===== config.mk =====
export PLATFORM = sky130hd
export DESIGN_NAME = dfi_wrdata_en_gen
export DESIGN_NICKNAME = d
export VERILOG_FILES = /design/src/rtl/dfi_wrdata_en_gen.sv
export SDC_FILE = /design/constraint.sdc
export NUM_CORES = 1
export LEC_CHECK = 0
export BUFFER_PORTS_ARGS = -buffer_cell sky130_fd_sc_hd__buf_2
export CAP_MARGIN = 20
export CELL_PAD_IN_SITES_DETAIL_PLACEMENT = 1
export CELL_PAD_IN_SITES_GLOBAL_PLACEMENT = 2
export CORE_UTILIZATION = 35
export DETAILED_ROUTE_END_ITERATION = 6
export GPL_TIMING_DRIVEN = 0
export PLACE_DENSITY_LB_ADDON = 0.05
export SETUP_SLACK_MARGIN = 0.4
export SYNTH_ARGS = -nofsm -noshare
export SYNTH_HDL_FRONTEND = slang
export SYNTH_SLANG_ARGS = --single-unit

===== constraint.sdc =====
create_clock -name sclk -period 6.36 [get_ports sclk]
set_clock_uncertainty 0.05 [all_clocks]
set_input_delay 1.272 -clock sclk [delete_from_list [all_inputs] [get_ports sclk]]
set_output_delay 1.272 -clock sclk [all_outputs]
set_load 0.02 [all_outputs]

===== src/rtl/dfi_wrdata_en_gen.sv =====
// rtl/dfi_wrdata_en_gen.sv - per-phase DFI write-data-enable generator with programmable write latency
module dfi_wrdata_en_gen #(
    parameter int MAX_WL   = 31,
    parameter int WL_WIDTH = 5
) (
    input  logic                sclk,
    input  logic                srst_n,
    input  logic                wr_cmd_p0,
    input  logic                wr_cmd_p1,
    input  logic                wr_cmd_p2,
    input  logic                wr_cmd_p3,
    input  logic [WL_WIDTH-1:0] cfg_wr_latency,
    output logic                dfi_wrdata_en_p0,
    output logic                dfi_wrdata_en_p1,
    output logic                dfi_wrdata_en_p2,
    output logic                dfi_wrdata_en_p3,
    output logic                busy,
    output logic                err_overlap,
    output logic                err_cfg
);

    // Bit k of the pending vector is the enable for phase 4*(cycle+1)+k, i.e. the
    // phases after the ones currently shown by the output register.
    localparam int                  SR_LEN   = MAX_WL + 8;
    localparam logic [WL_WIDTH:0]   MAX_WL_W = (WL_WIDTH + 1)'(MAX_WL);
    localparam logic [SR_LEN-1:0]   BURST    = {{(SR_LEN - 4){1'b0}}, 4'b1111};

    logic [3:0]          cmd;
    logic [SR_LEN-1:0]   pend_q, pend_d;
    logic [3:0]          en_q, en_d;
    logic [WL_WIDTH-1:0] lact_q, lact_d;
    logic [WL_WIDTH-1:0] cfg_seen_q, cfg_seen_d;
    logic                err_ov_q, err_ov_d;
    logic                err_cfg_q, err_cfg_d;
    logic [SR_LEN-1:0]   sched;
    logic [SR_LEN-1:0]   win;
    logic                busy_int;

    assign cmd = {wr_cmd_p3, wr_cmd_p2, wr_cmd_p1, wr_cmd_p0};

    // Seed new bursts into the pending window, detect overlaps, advance 4 phases and handle latency updates.
    always_comb begin
        sched      = pend_q;
        win        = '0;
        err_ov_d   = 1'b0;
        busy_int   = (|pend_q) | (|en_q) | (|cmd);
        lact_d     = lact_q;
        cfg_seen_d = cfg_seen_q;
        err_cfg_d  = 1'b0;

        // Commands are folded in phase order so two commands in one cycle also count as overlapping.
        for (int p = 0; p < 4; p++) begin
            win = BURST << (p + int'(lact_q));
            if (cmd[p[1:0]]) begin
                if (|(sched & win)) begin
                    err_ov_d = 1'b1;
                end
                sched = sched | win;
            end
        end

        en_d   = sched[3:0];
        pend_d = sched >> 4;

        // Latency only changes while nothing is in flight; an over-range request is clamped and flagged once.
        if (!busy_int) begin
            cfg_seen_d = cfg_wr_latency;
            if ({1'b0, cfg_wr_latency} > MAX_WL_W) begin
                lact_d    = WL_WIDTH'(MAX_WL);
                err_cfg_d = (cfg_wr_latency != cfg_seen_q);
            end else begin
                lact_d = cfg_wr_latency;
            end
        end
    end

    // State and output registers; reset drops every in-flight burst.
    always_ff @(posedge sclk or negedge srst_n) begin
        if (!srst_n) begin
            pend_q     <= '0;
            en_q       <= '0;
            lact_q     <= '0;
            cfg_seen_q <= '0;
            err_ov_q   <= 1'b0;
            err_cfg_q  <= 1'b0;
        end else begin
            pend_q     <= pend_d;
            en_q       <= en_d;
            lact_q     <= lact_d;
            cfg_seen_q <= cfg_seen_d;
            err_ov_q   <= err_ov_d;
            err_cfg_q  <= err_cfg_d;
        end
    end

    assign dfi_wrdata_en_p0 = en_q[0];
    assign dfi_wrdata_en_p1 = en_q[1];
    assign dfi_wrdata_en_p2 = en_q[2];
    assign dfi_wrdata_en_p3 = en_q[3];
    assign err_overlap      = err_ov_q;
    assign err_cfg          = err_cfg_q;
    // Commands seen during reset must not show up as busy.
    assign busy             = srst_n & busy_int;

endmodule


* Word level (Yosys, flattened, before mapping)
Cells that the tools add are included.
Storage, ports and cells: bits in registers 45, input port bits 11, word-level logic and storage cells 41
Cells by class: add/sub/neg operators 3, shift operators 4, mux-type cells 12, bitwise gates (word level) 11, reduce and logical (&&, ||, !) cells 7
Operators by type and width (count):
- $mux W39 | 4
- $reduce_or A39 Y1 | 4
- $and A39 B39 Y39 | 3
- $or A39 B39 Y39 | 3
- $shl A4 B6 Y39 const A | 3
- $and A35 B39 Y39 | 1
- $or A35 B39 Y39 | 1
- $shl A4 B5 Y39 const A | 1
- $reduce_or A35 Y1 | 1
- $add A2 B5 Y6 const A | 2
- $mux W1 | 8
- $reduce_or A4 Y1 | 2
- $add A1 B5 Y6 const A | 1
- $or A1 B1 Y1 | 2
- $and A1 B1 Y1 | 1

* Longest topological paths before layout
depth in word-level cells 11, depth in mapped cells 15, depth with buffers taken out 13

* Least setup slack after synthesis
Ideal clock, no wire load.
path type input to output, start input wr_cmd_p1, end output busy, arrival time 2.655 ns, required time 5.038 ns, slack 2.383 ns, stages on the path 5, cell sequence clkbuf_1 nor4_1 nand4_1 nor3_1 nor2b_1
On the way: cells in the longest elaborated chain, start to end 3
Ends and longest elaborated chain:
- from (decl) | RTL line 9 | input logic wr_cmd_p1,
- $reduce_or A4 Y1 | RTL line 46 | busy_int = (|pend_q) | (|en_q) | (|cmd);
- $or A1 B1 Y1 | RTL line 46
- $and A1 B1 Y1 | RTL line 103 | assign busy = srst_n & busy_int;
- to (decl) | RTL line 17 | output logic busy,
No other way between the ends.

* Worst setup path in the final report
start register lact_q[1], end register err_ov_q, in the netlist err_overlap
On the way: cells in the longest elaborated chain, start to end 11, elaborated cells between the ends (all ways) 29, classes of those cells 3 x add/sub; 4 x shift; 11 x mux; 7 x bitwise; 4 x reduce/logical
Ends and longest elaborated chain:
- from (decl) | RTL line 31 | logic [WL_WIDTH-1:0] lact_q, lact_d;
- from (signal assigned) | RTL line 89 | lact_q <= lact_d;
- branches (longest 10 deep; another with $add A1 B5 Y6)
- $mux W1 * | RTL line 54 | if (cmd[p[1:0]]) begin
- via err_ov_d | RTL line 33 | logic err_ov_q, err_ov_d;
- to (signal assigned) | RTL line 91 | err_ov_q <= err_ov_d;
- to (decl) | RTL line 33
Mark *: on every way through the listed nets, which the timed path passes. A chain may end at the register's enable or synchronous reset.

==> results_dict.tcl <==
set metrics [dict create \
    ys_warn_count 0 \
    avgViaCountPerCell 7.54 \
    cts_max_path_buffers 2 \
    tightestPinTransition_ns 1.06 \
    p_leak_nw 2.24 \
    wl_met1_mm 13.6 \
    drcViolationCount 0 \
    setup_viol 0 \
    area_growth_pct 9.43 \
    r2r-start "lact_q[1]$_DFFE_PN0P_" \
    comb_power_share_pct 17.8 \
    finalSetupTns_ns 0 \
    cts_sinks 45 \
    ys_seq_elements 45 \
    grt_max_degree 47 \
    detail-route-antenna-nets 0 \
    outcome "finished clean" \
    drv_slew 0 \
    period_share_pct 77.8 \
    multi_input_area_mm2 0.00399 \
    power_w 0.000731 \
    synth-edff-count 0 \
    clkPwrFrac_pct 40.4 \
    num_rows 45 \
    route.vias.total 7213 \
    utilization_pct 39.2 \
    fillCellCount 1923 \
    rrSetupSlack_ns 1.41 \
    cts_tree "yes" \
    drt_iter0_drc 1263 \
    ios 18 \
    die_y_um 127 \
    hold_violations 0 \
    reg2regPathDepth 13 \
    cts_buffers 5 \
    p_switching_w 0.000252 \
    yosysUniqueCellTypes 85 \
    die_w_um 127 \
    maxSlewHeadroom_pct 29.1 \
    track_usage_pct 43.3 \
    arrival_ns 5.09 \
    yosys.cell_count.top_type "nand2_1" \
    portBuffers 16 \
    end_kind "flop" \
    swShare_pct 34.5 \
    synth_common_cells "nand2_1, o21ai_0, nor2_1" \
    finalWirelength_mm 34.3 \
    htree_levels 2 \
    firstDrtPassIters 6 \
    ys_top_cells_by_area "dfrtp_1, o21ai_0, nand2_1, nor2_1, a21oi_1" \
    grt_pass1_vias 6952 \
    r2r_end "err_overlap$_DFF_PN0_" \
    critPathRequiredTime_ns 6.50 \
    powerDensity_mw_per_mm2 123 \
    synth_fp_nets 769 \
    synthAdderAreaFrac_pct 3.92 \
    synth_area_mm2 0.00543 \
    yosys.area_share.simple_pct 24.8 \
    dieArea_mm2 0.0160 \
    core_mm2 0.0151 \
    seq_area_mm2 0.00113 \
    avgSynthCellArea_um2 7.32 \
    hold_buffers 0 \
    dp_hpwl_mm 26.9 \
    wl_met3_mm 4.09 \
    met2_length_mm 14.6 \
    hp-class "input pin to async pin" \
    crit_fanout 10 \
    cp-start-kind "flop" \
    crit_type "flop to flop" \
    grt_first_pass_wirelength_mm 49.3 \
    synth_top_family_by_area "compound AO/OA/AOI/OAI gates" \
    p_int_w 0.000479 \
    initial_utilization_pct 35.8 \
    ys.flop_type "dfrtp_1" \
    gp_congestion 1.03 \
    synthMuxAreaShare_pct 3.14 \
    finalCriticalPeriod_ns 4.95 \
    wire_per_inst_um 35.9 \
    grt_overflow_total 0 \
    synth_xor_area_share_pct 1.59 \
    synth_compound_area_share_pct 39.8 \
    pwr-share-seq_pct 41.8 \
    max_cap_violations 0 \
    synth-async-reset-ratio_pct 100 \
    fin_nets 795 \
    clkSlewWorstSetupHoldPaths_ns 0.08 \
    ys_seq_area_share_pct 20.8 \
    synth_cells 741 \
    layout-drive-gt1-share_pct 10.0 \
    fmax_ghz 0.202 \
    antenna_found_initial 3 \
    cts.repair.resized 0 \
    synth_top_cell_by_area "dfrtp_1" \
    cts_root_buffer "clkbuf_16" \
    rsz0062_at_grt "false" \
    routed.top_layer "met5" \
    synth_top_area_share_pct 20.8 \
    vdd_drop_max_mv 0.0925 \
    cts_setup_buffers 0 \
    clk_latency_ns 0.31 \
]
==> logic make-up (layout without fill, tap and decap cells) <==
family | Yosys count | after routing
adders and majority gates | 17 | 17
buffers and inverters | 76 | 103
DFF | 45 | 45
AOI/OAI and AO/OA | 306 | 306
and+or+nand+nor | 271 | 271
other | 1 | 2
muxes | 16 | 16
xor gates and xnor gates | 9 | 9
==> critical path, stage by stage, from the launching register on <==
cell	delay, ns
dfrtp_1	0.49
ha_1	0.26
buf_4	0.20
inv_2	0.08
ha_1	0.26
buf_2	0.20
buf_1	0.31
a21oi_2	0.66
o21ai_0	0.48
a211oi_1	0.42
o31ai_1	0.12
a2111oi_0	0.64
nand4_1	0.19
a2111o_1	0.45
==> per-stage QoR <==
stage	std cells	hold WS, ns	instance area, um2	worst slack, ns
5_1_grt	956	0.756	5930	1.39
6_report	957	0.756	5940	1.41
3_3_place_gp	945	0.707	5740	1.22
2_1_floorplan	741	0.539	5430	2.38
4_1_cts	955	0.735	5910	1.66
3_5_place_dp	947	0.712	5760	1.66
==> cells in the final DEF (no fill, tap or decap), drive strengths merged, types with 7 or more instances in the layout <==
cell,instances
a21o,12
a21oi,45
a221oi,8
a31o,8
a31oi,18
a32oi,9
and2,11
and3,11
buf,45
clkbuf,32
dfrtp,45
ha,17
inv,21
mux2i,11
nand2,72
nand2b,7
nand3,28
nand4,12
nor2,59
nor2b,14
nor3,22
nor4,14
o21ai,72
o21bai,8
o221ai,8
o22ai,12
o31ai,9
xnor2,8
==> power by group through the flow <==
stage / logic, W / clock network [W] / registers [W]
2_1_floorplan: 0.0000638 / 0 / 0.000306
3_3_place_gp: 0.000121 / 0 / 0.000310
3_5_place_dp: 0.000122 / 0 / 0.000310
4_1_cts: 0.000122 / 0.000294 / 0.000304
5_1_grt: 0.000133 / 0.000305 / 0.000305
6_report: 0.000130 / 0.000295 / 0.000305
==> sequential cells by signal, summed over array words and instances, names as in the netlist <==
register,flops
en_q,4
pend_q,35
err_overlap,1
lact_q,5
==> layer usage <==
metal | vias up | GRT usage, %
met2 | 587 | 66.0
met3 | 149 | 12.0
met5 | - | 0
met1 | 3547 | 55.7
met4 | 2 | 22.3
li1 | 2928 | -
==> area by class of cell <==
class                           instances  share of cell area [%]
Inverter                               22                    1.39
Sequential cell                        45                    19.0
Tap cell                              188                    3.96
Timing Repair Buffer                   19                    1.98
Clock buffer                            5                    2.11
Buffer                                 54                    3.98
Antenna cell                            1                  0.0421
Clock inverter                          3                   0.421
Multi-Input combinational cell        620                    67.1
==> worst max-delay path by stage <==
stage,startpoint,end,slack [ns]
floorplan,wr_cmd_p1,busy,2.38
global placement,wr_cmd_p1,busy,1.22
detailed placement,wr_cmd_p1,busy,1.66
CTS,wr_cmd_p1,busy,1.66
global route,lact_q[1]$_DFFE_PN0P_,err_overlap$_DFF_PN0_,1.39
finish,lact_q[1]$_DFFE_PN0P_,err_overlap$_DFF_PN0_,1.41
(Power assumes the default switching activity.)
